### src/rtl/timing_recovery.sv
// Receive-side VGA timing recovery: measures line/frame lengths from incoming
// sync/blank, tracks lock against the expected mode and rebuilds pixel coordinates.
module timing_recovery #(
  parameter int H_RESOLUTION = 640,
  parameter int V_RESOLUTION = 480,
  parameter int H_TOTAL      = 800,
  parameter int V_TOTAL      = 525,
  parameter int LOCK_FRAMES  = 2
) (
  input  logic                            clk,
  input  logic                            reset_n,
  input  logic                            enable,
  input  logic                            hsync_in,
  input  logic                            vsync_in,
  input  logic                            blank_in,
  output logic [$clog2(H_RESOLUTION)-1:0] x,
  output logic [$clog2(V_RESOLUTION)-1:0] y,
  output logic                            active,
  output logic                            frame_start,
  output logic                            locked,
  output logic [$clog2(H_TOTAL):0]        h_meas,
  output logic [$clog2(V_TOTAL):0]        v_meas
);
  localparam int XW = $clog2(H_RESOLUTION);
  localparam int YW = $clog2(V_RESOLUTION);
  localparam int HW = $clog2(H_TOTAL) + 1;
  localparam int VW = $clog2(V_TOTAL) + 1;
  localparam int CW = $clog2(2 * H_TOTAL + 1);
  localparam int RW = $clog2(H_TOTAL + 1);
  localparam int LW = $clog2(V_RESOLUTION + 1);
  localparam int GW = $clog2(LOCK_FRAMES + 1);

  typedef enum logic [1:0] {SEARCH, ACQUIRE, LOCKED} state_e;

  state_e        state_q, state_d;
  logic [2:0]    s1_q, s1_d, s2_q, s2_d;   // {hsync, vsync, blank}
  logic [CW-1:0] h_cnt_q, h_cnt_d;
  logic [VW-1:0] v_cnt_q, v_cnt_d, v_eff;
  logic [HW-1:0] h_meas_q, h_meas_d;
  logic [VW-1:0] v_meas_q, v_meas_d;
  logic [XW-1:0] x_q, x_d;
  logic [YW-1:0] y_q, y_d;
  logic [LW-1:0] line_idx_q, line_idx_d, line_base;
  logic [RW-1:0] run_q, run_d;
  logic [GW-1:0] good_q, good_d;
  logic          active_q, active_d, frame_start_q, frame_start_d;
  logic          seen_q, seen_d, line_err_q, line_err_d;
  logic          hs_rise, vs_rise, bl_rise, bl_fall, wd, err_now, frame_good;

  assign hs_rise = s1_q[2] & ~s2_q[2];
  assign vs_rise = s1_q[1] & ~s2_q[1];
  assign bl_rise = s1_q[0] & ~s2_q[0];
  assign bl_fall = ~s1_q[0] & s2_q[0];
  assign wd      = (h_cnt_q == CW'(2 * H_TOTAL));

  // A coincident hsync rise belongs to the frame that the vsync rise closes.
  assign v_eff   = (hs_rise && (v_cnt_q != '1)) ? v_cnt_q + VW'(1) : v_cnt_q;
  assign err_now = seen_q & ((hs_rise & (h_cnt_q != CW'(H_TOTAL - 1))) |
                             (bl_rise & active_q & (run_q != RW'(H_RESOLUTION))));
  assign frame_good = (v_eff == VW'(V_TOTAL)) && !(line_err_q || err_now) &&
                      (line_idx_q == LW'(V_RESOLUTION));

  always_comb begin
    s1_d          = s1_q;
    s2_d          = s2_q;
    h_cnt_d       = h_cnt_q;
    v_cnt_d       = v_cnt_q;
    h_meas_d      = h_meas_q;
    v_meas_d      = v_meas_q;
    x_d           = x_q;
    y_d           = y_q;
    line_idx_d    = line_idx_q;
    line_base     = line_idx_q;
    run_d         = run_q;
    active_d      = active_q;
    frame_start_d = frame_start_q;
    if (enable) begin
      s1_d          = {hsync_in, vsync_in, blank_in};
      s2_d          = s1_q;
      frame_start_d = vs_rise;
      if (hs_rise) begin
        h_meas_d = HW'(h_cnt_q) + HW'(1);
        h_cnt_d  = '0;
      end else if (!wd) begin
        h_cnt_d = h_cnt_q + CW'(1);
      end
      v_cnt_d = v_eff;
      if (vs_rise) begin
        v_meas_d  = v_eff;
        v_cnt_d   = '0;
        line_base = '0;
      end
      line_idx_d = line_base;
      // line_idx counts up to V_RESOLUTION so a full frame is recognisable; y clamps one below.
      if (bl_fall) begin
        active_d = 1'b1;
        x_d      = '0;
        run_d    = RW'(1);
        y_d      = (line_base >= LW'(V_RESOLUTION - 1)) ? YW'(V_RESOLUTION - 1) : YW'(line_base);
        if (line_base != LW'(V_RESOLUTION)) line_idx_d = line_base + LW'(1);
      end else if (bl_rise) begin
        active_d = 1'b0;
      end else if (active_q) begin
        if (x_q != XW'(H_RESOLUTION - 1)) x_d = x_q + XW'(1);
        if (run_q != RW'(H_TOTAL)) run_d = run_q + RW'(1);
      end
      if (wd) active_d = 1'b0;
    end
  end

  always_comb begin
    state_d    = state_q;
    good_d     = good_q;
    seen_d     = seen_q;
    line_err_d = line_err_q;
    if (enable) begin
      if (state_q != SEARCH) begin
        if (hs_rise) seen_d = 1'b1;
        line_err_d = line_err_q | err_now;
      end
      if (vs_rise) begin
        line_err_d = 1'b0;
        unique case (state_q)
          SEARCH: begin
            state_d = ACQUIRE;
            good_d  = '0;
          end
          ACQUIRE: begin
            if (frame_good) begin
              good_d = good_q + GW'(1);
              if (good_q + GW'(1) == GW'(LOCK_FRAMES)) state_d = LOCKED;
            end else begin
              good_d = '0;
            end
          end
          LOCKED: begin
            if (!frame_good) begin
              state_d = ACQUIRE;
              good_d  = '0;
            end
          end
          default: state_d = SEARCH;
        endcase
      end
      if (wd) begin
        state_d    = SEARCH;
        good_d     = '0;
        seen_d     = 1'b0;
        line_err_d = 1'b0;
      end
    end
  end

  always_ff @(posedge clk or negedge reset_n) begin
    if (!reset_n) begin
      state_q       <= SEARCH;
      s1_q          <= '0;
      s2_q          <= '0;
      h_cnt_q       <= '0;
      v_cnt_q       <= '0;
      h_meas_q      <= '0;
      v_meas_q      <= '0;
      x_q           <= '0;
      y_q           <= '0;
      line_idx_q    <= '0;
      run_q         <= '0;
      good_q        <= '0;
      active_q      <= 1'b0;
      frame_start_q <= 1'b0;
      seen_q        <= 1'b0;
      line_err_q    <= 1'b0;
    end else begin
      state_q       <= state_d;
      s1_q          <= s1_d;
      s2_q          <= s2_d;
      h_cnt_q       <= h_cnt_d;
      v_cnt_q       <= v_cnt_d;
      h_meas_q      <= h_meas_d;
      v_meas_q      <= v_meas_d;
      x_q           <= x_d;
      y_q           <= y_d;
      line_idx_q    <= line_idx_d;
      run_q         <= run_d;
      good_q        <= good_d;
      active_q      <= active_d;
      frame_start_q <= frame_start_d;
      seen_q        <= seen_d;
      line_err_q    <= line_err_d;
    end
  end

  assign x           = x_q;
  assign y           = y_q;
  assign active      = active_q;
  assign frame_start = frame_start_q;
  assign locked      = (state_q == LOCKED);
  assign h_meas      = h_meas_q;
  assign v_meas      = v_meas_q;

endmodule
### config.mk
export PLATFORM = sky130hd
export DESIGN_NAME = timing_recovery
export DESIGN_NICKNAME = d
export VERILOG_FILES = /design/src/rtl/timing_recovery.sv
export SDC_FILE = /design/constraint.sdc
export NUM_CORES = 1
export LEC_CHECK = 0
export ABC_AREA = 1
export CORE_AREA = 10 10 110 112
export CTS_CLUSTER_SIZE = 16
export DETAILED_ROUTE_END_ITERATION = 10
export DIE_AREA = 0 0 120 122
export MAX_ROUTING_LAYER = met4
export PLACE_DENSITY = 0.84
export SLEW_MARGIN = 10
export SYNTH_ARGS = -nofsm -noshare
export SYNTH_HDL_FRONTEND = slang
export SYNTH_SLANG_ARGS = --single-unit
### constraint.sdc
create_clock -name clk -period 2 [get_ports clk]
set_input_delay 0.3 -clock clk [delete_from_list [all_inputs] [get_ports clk]]
set_output_delay 0.3 -clock clk [all_outputs]
set_load 0.02 [all_outputs]
## After elaboration in Yosys (flattened, before gate mapping)

Index checks and enable logic that the tools add are counted.

- Add/sub/neg operators: 6
- Multiply operators: 0
- Divide/modulo/power cells: 0
- Order comparisons: 1
- Eq/ne operators: 17
- Shift-type cells: 0
- Mux-type cells: 37
- Bitwise operators: 14
- Reductions and logical operators: 27

Operator list:

| operator | count |
|---|---|
| 10-bit 2-to-1 mux | 8 |
| 9-bit 2-to-1 mux | 5 |
| 11-bit 2-to-1 mux | 4 |
| 10-bit != test (second input constant) | 3 |
| 11-bit by 1-bit adder with 11-bit output (second input constant) | 2 |
| 10-bit by 1-bit adder with 10-bit output (second input constant) | 2 |
| 2-bit 2-to-1 mux | 9 |
| 2-bit nonzero test | 7 |
| 2-bit one-hot mux with 3 select lines | 2 |
| 2-bit AND reduction | 6 |
| 4-bit AND reduction | 3 |
| 11-bit by 10-bit equality test with 1-bit output (second input constant) | 1 |
| 11-bit equality test (second input constant) | 1 |
| 11-bit by 10-bit != test with 1-bit output (second input constant) | 1 |
| 11-bit != test (second input constant) | 1 |
| 9-bit by 1-bit adder with 9-bit output (second input constant) | 1 |
| 9-bit equality test (second input constant) | 1 |
| 9-bit greater-or-equal comparator (second input constant) | 1 |
| 1-bit 2-to-1 mux | 9 |
| 3-bit != test (second input constant) | 3 |
| 9-bit != test (second input constant) | 1 |
| 1-bit bitwise AND | 8 |
| 3-bit nonzero test | 2 |
| 5-bit AND reduction | 1 |
| 13 further kinds | 20 |

- Register bits after elaboration: 96
- Latch bits: 0
- RAM bits: 0
- ROM bits: 0
- Bits of input ports: 6
- Output and inout port bits: 44
- Logic and storage cells: 118
- Memories kept: 0

## Logic depth before layout (Yosys ltp)

Gate-level depths: netlist (run 1).

- Word-level depth: 14
- Depth in mapped cells: 17
- Depth with buffers taken out: 17

## Worst setup path after synthesis (run 1)

OpenSTA, ideal clock, no wires.

- Path kind: register to register
- Start: register v_cnt_q[0]
- End: register state_q[0]
- Library setup time: 0.116 ns
- Data arrival time: 1.826 ns
- Required time: 1.884 ns
- Slack: 0.058 ns
- Cell stages (with the launch flop): 17
- Path buffers: 1
- Cells stage by stage: dfrtp_1 > ha_1 > inv_1 > nor2_4 > nand3_4 > buf_6 > nand3_1 > nand2_1 > nand2_1 > inv_2 > nand3_1 > nor2_4 > nand3_2 > nand2_2 > inv_2 > nand3_1 > nand2_1

- Word-level cells in the longest chain between the ends: 8
- Elaborated cells on any way between the ends: 10
- Those cells by class: 1 x add/sub; 4 x eq/ne; 1 x mux; 4 x reduce/logical

RTL lines:

| item | RTL line | source |
|---|---|---|
| start, declared | 38 | `logic [VW-1:0] v_cnt_q, v_cnt_d, v_eff;` |
| start signal, assigned | 177 | `v_cnt_q <= v_cnt_d;` |
| branches (longest 2 deep; another with 11-bit by 1-bit adder with 11-bit output) | n/a |  |
| 11-bit 2-to-1 mux (*) | 57 | `assign v_eff = (hs_rise && (v_cnt_q != '1)) ? v_cnt_q + VW'(1) : v_cnt_q;` |
| 11-bit by 10-bit equality test with 1-bit output (*) | 60 | `assign frame_good = (v_eff == VW'(V_TOTAL)) && !(line_err_q \|\| err_now) &&` |
| 1-bit logical AND (*) (2 in series) | 60 |  |
| 3-bit != test (no source line) | n/a |  |
| 5-bit AND reduction (no source line) (*) | n/a |  |
| end signal, assigned | 173 | `state_q <= state_d;` |
| end, declared | 35 | `state_e state_q, state_d;` |

Mark *: on every way between the ends.
A chain may end at the register's enable or synchronous reset.

## Final worst setup path (run 1)

Same ends and word-level chain as after synthesis.

==> metrics.txt, run 1 <==
TritonCTS clock tree yes; fin nets 768; register area share after synthesis 0.472; Switching Share 0.373; Worst Path Required 2.32 ns; period utilisation layout 1.04; Net Count, Synth 650; crit start category flip-flop; Pins Over Slew Limit 0; die height 122 um; Int Power 3.89 mW; total number of yosys warnings 0; Setup crit start v_cnt_q[0]$_DFFE_PN0P_; Worst Reg-to-Reg Cells 16; TritonCTS buffer count 9; Critical Path Most Common Cell nand2_1; Seq cells post-synth 96; max frequency 481 MHz; Pwr Density 919 nW/um^2; Net Switching 2.31 mW; Placer Congestion 0.949; H-tree level count 3; worst skew pair latency 0.38 ns; final hold vios 0; Final setup viols 4; Avg Cell Area, Syn 8.06 um^2; core area 10000 um^2; Design Area, Final 6750 um^2; CTS root buffer clkbuf_8; Logic pwr share 0.365; failing checks negative setup slack; Worst EP arrival 2.40 ns; worst setup margin -0.0797 ns; WS Path Type reg -> reg; Overflow after GRT 0; CTS clk-pin slew, worst paths 0.10 ns; Async SR Flop Fraction 1.00; DRC 0; Worst Clk Skew 0.0107 ns; Inserted Diodes 0; Total Power 6.20 mW; initial antenna violation count 0; FF-to-FF End state_q[0]$_DFFE_PN0P_; commonest cells in the synthesized netlist nand2_1, dfrtp_1, inv_1; top-area cell type share of the netlist area 0.472; Pleak 2.99 nW; Core Util, Final 0.671; Worst Path Max Fanout 4; Worst R2R Start v_cnt_q[0]$_DFFE_PN0P_; Flop pwr share 0.427; via-per-instance ratio 5.54; clk sinks 96; number of global-route vias before repair 4654; grt met3 use 0.0333; synthesized instance count 632; met1 Resource Use GR 0.233; endpoint class of the critical path flip-flop; grt met2 use 0.308; GR peak layer met2; DR WL/cell 15.5 um; Mapped Area 5090 um^2; Reg2Reg Setup Slack -0.08 ns; Initial Util 0.507; dpl cell area 6070 um^2; post-synth cell types 38; IO Count 50; share of cells above drive strength 1 0.230; min Tclk post-route 2.08 ns; Worst-Margin Slew 0.550 ns; CP max stage cell dfrtp_1; drt initial violations 504; first-pass GRT wire length 22.1 mm; EDFF count, synth 0; drt pass-1 iters 5; Antenna Nets Post-Route 0; Routed WL 13.8 mm; Layout area overhead 32.5%; Clock power frac 0.208; Rows 37; slowest stage delay, CP 0.40 ns; IO buf count 49; max-cap viol count 0; Total GRT Usage 0.186; Via Count 4935; RSZ-0062 raised after global routing yes; worst setup path end state_q[0]$_DFFE_PN0P_; hpwl dp 9.69 mm; largest net degree at the start of global routing 42; Slew HR 0.633; top cells by area, synth dfrtp_1, nand2_1, inv_1, o21ai_0, nor2_1; ys flop type dfrtp_1; Max clock buf depth 2; Critical Path, Cell by Cell ha_4, inv_4, buf_6, nor3_4, nand3_2, nand2_1, nand2_1, inv_2, nand3_4, nor2_4, nand3_2, nand2_2, inv_2, nand2_2, nand2_1, nand2_1; die area 14600 um^2; min-delay worst type in -> async; cell accounting for the most synthesized area dfrtp_1; Worst VDD drop 0.555 mV; chip width 120 um; most frequent cell after synthesis nand2_1; run status finished with violations
==> cell type report <==
type	instances	area [um^2]
Multi-Input combinational cell	424	2520
Fill cell	756	3300
Tap cell	136	170
Inverter	100	378
Clock buffer	10	128
Sequential cell	96	2400
Timing Repair Buffer	119	1070
Clock inverter	6	66.3
==> power groups by stage <==
stage / Sequential (mW) / Clock (mW) / Combinational, mW
finish: 2.65 / 1.29 / 2.26
global route: 2.69 / 1.37 / 2.48
CTS: 2.63 / 1.30 / 2.11
detailed placement: 2.67 / 0 / 1.99
global placement: 2.64 / 0 / 1.92
floorplan: 2.83 / 0 / 0.917
==> registers in the layout, summed over array words and instances, names as in the netlist <==
register	count
h_cnt_q	11
h_meas	11
v_cnt_q	11
v_meas	11
run_q	10
x	10
line_idx_q	9
y	9
s1_q	3
s2_q	3
good_q	2
state_q	2
active	1
frame_start	1
line_err_q	1
seen_q	1
==> placed cells by master (no fill, tap or decap), types with 8 or more instances in the layout <==
cell / synthesis / routed
nand2_2: 4 / 18
xor2_1: 18 / 17
nand2_1: 124 / 107
o22ai_1: 21 / 21
clkbuf_8: 0 / 9
inv_2: 13 / 19
ha_1: 12 / 8
clkdlybuf4s50_1: 0 / 48
nor2_1: 57 / 50
nor2_4: 4 / 9
inv_1: 84 / 78
nand4_1: 15 / 15
nand3_2: 5 / 9
o21ai_0: 46 / 45
a21oi_1: 10 / 8
nand3_1: 40 / 34
buf_6: 1 / 9
dfrtp_1: 96 / 95
buf_4: 0 / 59
nor3_1: 25 / 21
==> logic make-up after synthesis <==
group	synth area share
buffers and inverters	0.0855
xor gates and xnor gates	0.0310
and+or+nand+nor	0.275
AOI/OAI and AO/OA	0.108
adders and majority gates	0.0295
DFF	0.472
==> worst max-delay path: cells and delay by family, from the launching register on <==
kind	cells	cell delay (ns)
simple gates	11	1.15
buf+inv	4	0.31
flops	1	0.40
fa+ha+maj	1	0.17
==> timing repair <==
item                                    CTS  global route
pin swaps                                12            36
resized for setup                        23            57
hold buffers                              1             0
gates cloned                              1             0
buffers inserted                         10            14
endpoints found under the setup margin    9            36
hold endpoints to repair                 38             0
==> routing by layer <==
metal	up-vias	part of all wire	wire, um
met3	25	0.052	713
met1	2395	0.43	5980
li1	2314	-	-
met4	0	0.012	172
met5	-	0	0
met2	201	0.50	6930
==> through the flow <==
step / TNS (ns) / hold WS (ns) / setup WS, ns / std cells
final: -0.217 / 0.451 / -0.0797 / 891
after CTS: -0.0251 / 0.468 / -0.0135 / 880
after global placement: 0 / 0.316 / 0.00584 / 852
after detailed placement: -0.350 / 0.324 / -0.0719 / 852
after floorplan: 0 / 0.00441 / 0.0579 / 632
after global routing: -0.778 / 0.499 / -0.189 / 891
==> worst min-delay path by stage <==
stage,startpoint,depth (start not counted),to,slack (ns)
floorplan,reset_n,0,active$_DFFE_PN0P_,0.004
global placement,reset_n,1,run_q[7]$_DFFE_PN0P_,0.32
detailed placement,reset_n,1,run_q[5]$_DFFE_PN0P_,0.32
CTS,reset_n,2,run_q[5]$_DFFE_PN0P_,0.47
global route,reset_n,2,v_meas[1]$_DFFE_PN0P_,0.50
finish,reset_n,2,run_q[5]$_DFFE_PN0P_,0.45
Power figures use the tool's default switching activity.
==> run 2: changes to the inputs <==
--- a/config.mk
+++ b/config.mk
@@ -10,6 +10,7 @@
 export CTS_CLUSTER_SIZE = 16
 export DETAILED_ROUTE_END_ITERATION = 10
 export DIE_AREA = 0 0 120 122
+export GPL_ROUTABILITY_DRIVEN = 0
 export MAX_ROUTING_LAYER = met4
 export PLACE_DENSITY = 0.84
 export SLEW_MARGIN = 10
==> metrics.txt, run 2 (synthesis gave the netlist of run 1 again) <==
Worst-Margin Slew 0.606 ns; H-tree level count 3; initial antenna violation count 0; DR WL/cell 17.1 um; worst setup margin -0.205 ns; IO Count 50; period utilisation layout 1.10; slowest stage delay, CP 0.47 ns; DRC 0; Pins Over Slew Limit 0; RSZ-0062 raised after global routing yes; endpoint class of the critical path flip-flop; Critical Path, Cell by Cell nand2_2, nor2_4, nand3_4, nand2_4, nand2_2, nand2_2, nand2_2, inv_2, nand3_2, nor2_4, nand3_2, nand2_2, inv_2, nand3_2, nand2_2; crit start category flip-flop; Overflow after GRT 0; share of cells above drive strength 1 0.245; CP max stage cell dfrtp_1; Via Count 5125; first-pass GRT wire length 23.4 mm; cell count after placement 855; Routed WL 15.2 mm; core area 10000 um^2; filler instances 700; Max clock buf depth 2; Worst EP arrival 2.47 ns; Layout area overhead 32.4%; WS Path Type reg -> reg; Rows 37; failing checks negative setup slack; Inserted Diodes 0; Final setup viols 5; max frequency 454 MHz; commonest non-fill, non-tap cell in the layout nand2_1; max-cap viol count 0; final hold vios 0; clk sinks 96; TritonCTS clock tree yes; most frequent cells in the layout nand2_1, dfrtp_1, inv_1; number of global-route vias before repair 4941; TritonCTS buffer count 9; hpwl dp 9.95 mm; Total GRT Usage 0.197; Pwr Density 921 nW/um^2; Worst Path Required 2.27 ns; Worst Path Max Fanout 8; chip width 120 um; run status finished with violations; die height 122 um; drt initial violations 671; fin cells 888; Slew HR 0.596; Worst Clk Skew 0.0118 ns; CTS clk-pin slew, worst paths 0.11 ns; die area 14600 um^2; fin nets 765; min Tclk post-route 2.20 ns; via-per-instance ratio 5.77; IO buf count 49; largest net degree at the start of global routing 45; Core Util, Final 0.671; min-delay worst type in -> async; Pleak 2.99 nW; Antenna Nets Post-Route 0; Critical Path Most Common Cell nand2_2; worst skew pair latency 0.38 ns; Worst VDD drop 0.559 mV; Initial Util 0.507; drt pass-1 iters 8; CTS root buffer clkbuf_8
run 2: changes by cell type in the layout (fill, tap and decap cells not counted), sizes merged:
cell,delta
buf,-3
bufinv,-1
clkdlybuf4s50,-1
clkinv,-3
clkinvlp,+3
dlymetal6s2s,+1
inv,+1
run 2: worst paths after layout:
path	from	endpoint	slack, ns	depth (start not counted)
max reg2reg	v_cnt_q[5]$_DFFE_PN0P_	state_q[1]$_DFFE_PN0P_	-0.20	15
min	reset_n	x[2]$_DFFE_PN0P_	0.47	2
min in group clk	v_meas[3]$_DFFE_PN0P_	v_meas[3]$_DFFE_PN0P_	0.50	2
max in group asynchronous	reset_n	s1_q[0]$_DFFE_PN0P_	0.95	3
min reg2reg	v_meas[3]$_DFFE_PN0P_	v_meas[3]$_DFFE_PN0P_	0.50	2
max	v_cnt_q[5]$_DFFE_PN0P_	state_q[1]$_DFFE_PN0P_	-0.20	15
run 2: stage by stage:
step / setup slack [ns] / power (mW) / setup TNS (ns) / area (um^2) / hold slack [ns]
global route: -0.320 / 6.56 / -1.30 / 6740 / 0.505
floorplan: 0.0579 / 3.74 / 0 / 5090 / 0.00441
CTS: -0.00608 / 5.96 / -0.00608 / 6430 / 0.486
finish: -0.205 / 6.20 / -0.675 / 6740 / 0.472
detailed placement: -0.103 / 4.68 / -0.586 / 6100 / 0.349
global placement: 0.00951 / 4.56 / 0 / 6100 / 0.344
run 2: layout make-up:
class / count / area, um^2 / area share
clock buffer: 10 / 138 / 0.0204
clock inverter: 6 / 51.3 / 0.00761
inverter: 100 / 378 / 0.0561
multi-input combinational: 424 / 2550 / 0.379
sequential: 96 / 2400 / 0.357
tap: 136 / 170 / 0.0253
timing repair buffer: 116 / 1040 / 0.155
run 2: timing repair:
item	in CTS	in global routing
hold buffers	1	0
cloned	1	0
setup buffers	6	10
hold endpoints to repair	42	0
pin swaps	15	32
setup endpoints to repair	9	31
resized for setup	22	67
run 2: metal layers:
metal | wire length, um | GRT usage
met5 | 0 | -
met4 | 689 | 0.0935
met3 | 1060 | 0.0352
met2 | 7330 | 0.318
met1 | 6150 | 0.236
run 2: where the power goes:
| group | leakage, nW | switching, mW | internal, mW |
|---|---|---|---|
| clock | 0.0875 | 0.749 | 0.504 |
| sequential | 1.27 | 0.354 | 2.31 |
| combinational | 1.64 | 1.33 | 0.968 |
run 2: worst max-delay path, delay by kind of cell, from the launching register on:
kind          cells  cell delay, ns
buf+inv           2            0.13
flops             1            0.47
simple gates     13            1.49
==> run 3: changes to the inputs <==
--- a/config.mk
+++ b/config.mk
@@ -11,6 +11,7 @@
 export DETAILED_ROUTE_END_ITERATION = 10
 export DIE_AREA = 0 0 120 122
 export GPL_ROUTABILITY_DRIVEN = 0
+export HOLD_SLACK_MARGIN = 0.05
 export MAX_ROUTING_LAYER = met4
 export PLACE_DENSITY = 0.84
 export SLEW_MARGIN = 10
==> constraint.sdc (replaced) <==
create_clock -name clk -period 2 [get_ports clk]
set_input_delay 0.4 -clock clk [delete_from_list [all_inputs] [get_ports clk]]
set_output_delay 0.4 -clock clk [all_outputs]
set_load 0.02 [all_outputs]
==> metrics.txt, run 3 (synthesis gave the netlist of run 1 again) <==
run status finished with violations; failing checks negative setup slack; Pins Over Slew Limit 0; die height 122 um; worst setup margin -0.168 ns; chip width 120 um; Reg2Reg Setup Slack -0.17 ns; Critical Path Most Common Cell nand2_1; Total GRT Usage 0.194; share of cells above drive strength 1 0.241; Final setup viols 8; Worst VDD drop 0.665 mV; fin nets 777; Overflow after GRT 0; clk sinks 96; DR WL/cell 16.9 um; endpoint class of the critical path flip-flop; IO buf count 49; CP max stage cell dfrtp_1; period utilisation layout 1.08; most frequent cells in the layout nand2_1, dfrtp_1, inv_1; Design Area, Final 6850 um^2; CTS root buffer clkbuf_8; dpl cell area 6090 um^2; TritonCTS buffer count 9; final hold vios 0; Routed WL 15.2 mm; Worst Clk Skew 0.0167 ns; Max clock buf depth 2; slowest stage delay, CP 0.40 ns; RSZ-0062 raised after global routing yes; worst skew pair latency 0.38 ns; H-tree level count 3; TritonCTS clock tree yes; hpwl dp 9.86 mm; Critical Path, Cell by Cell nand2_1, nor2_1, nand3_4, buf_12, nand2_1, nand2_1, nand2_1, nand2_2, inv_2, nand2_2, nor2_4, nand3_2, nand2_2, inv_2, nand3_1, nand2_1; crit start category flip-flop; Total Power 6.40 mW; drt initial violations 658; commonest non-fill, non-tap cell in the layout nand2_1; Worst Path Max Fanout 6; Worst-Margin Slew 0.432 ns; largest net degree at the start of global routing 37; min-delay worst type reg -> reg; core area 10000 um^2; number of global-route vias before repair 4944; Worst Path Required 2.27 ns; Slew HR 0.711; Inserted Diodes 0; max frequency 461 MHz; Worst EP arrival 2.44 ns; setup tns final -0.543 ns; Antenna Nets Post-Route 0; CTS clk-pin slew, worst paths 0.09 ns; initial antenna violation count 0; Initial Util 0.507; first-pass GRT wire length 23.0 mm; WS Path Type reg -> reg; DRC 0; die area 14600 um^2; max-cap viol count 0; IO Count 50; filler instances 701; Pleak 3.07 nW; Rows 37; via-per-instance ratio 5.61; Pwr Density 935 nW/um^2; Layout area overhead 34.6%; min Tclk post-route 2.17 ns; drt pass-1 iters 5; Via Count 5039
[run 3: area by class of cell]
type,instances,area [um^2],area share
Timing Repair Buffer,129,1170,0.170
Clock inverter,5,81.3,0.0119
Clock buffer,10,138,0.0201
Inverter,100,379,0.0553
Tap cell,136,170,0.0248
Multi-Input combinational cell,423,2510,0.367
Sequential cell,96,2400,0.351
[run 3: metrics by stage]
step / hold WS, ns / setup WS [ns] / utilization / instances
2_1_floorplan: 0.104 / 0.0579 / - / 632
3_3_place_gp: 0.370 / -0.0859 / 0.607 / 853
3_5_place_dp: 0.371 / -0.186 / 0.607 / 853
4_1_cts: 0.485 / -0.0339 / 0.655 / 892
5_1_grt: 0.515 / -0.261 / 0.682 / 899
6_report: 0.480 / -0.168 / 0.682 / 899
[run 3: path summary, 6_finish.rpt]
path                                              from                   endpoint  cells after the start
worst max-delay path            v_cnt_q[8]$_DFFE_PN0P_     state_q[0]$_DFFE_PN0P_                     16
worst min register to register   h_meas[2]$_DFFE_PN0P_      h_meas[2]$_DFFE_PN0P_                      2
worst max register to register  v_cnt_q[8]$_DFFE_PN0P_     state_q[0]$_DFFE_PN0P_                     16
worst min-delay path             h_meas[2]$_DFFE_PN0P_      h_meas[2]$_DFFE_PN0P_                      2
max in group asynchronous                      reset_n  line_idx_q[3]$_DFFE_PN0P_                      3
min in group asynchronous                      reset_n       run_q[5]$_DFFE_PN0P_                      2
[run 3: per-layer routing]
layer / vias to the layer above / global-route usage / wire [um]
li1: 2332 / - / -
met1: 2426 / 0.231 / 6110
met2: 233 / 0.316 / 7750
met3: 48 / 0.0365 / 920
met4: 0 / 0.0890 / 375
met5: - / - / 0
[run 3: worst max-delay path: cells and delay by family (launching register included)]
kind	cells	cell delay [ns]
and+or+nand+nor	13	1.38
DFF	1	0.40
buffers and inverters	3	0.29
[run 3: what timing repair did]
item	CTS	global route
pin swaps	11	28
endpoints found under the hold margin	29	0
setup endpoints to repair	8	33
setup buffers	23	10
resized for setup	22	57
hold buffers	1	0
[run 3: power by group]
part,switching [mW],leakage [nW],total [mW],internal (mW)
Combinational,1.32,1.70,2.34,1.02
Sequential,0.351,1.27,2.66,2.31
Clock,0.680,0.108,1.41,0.731
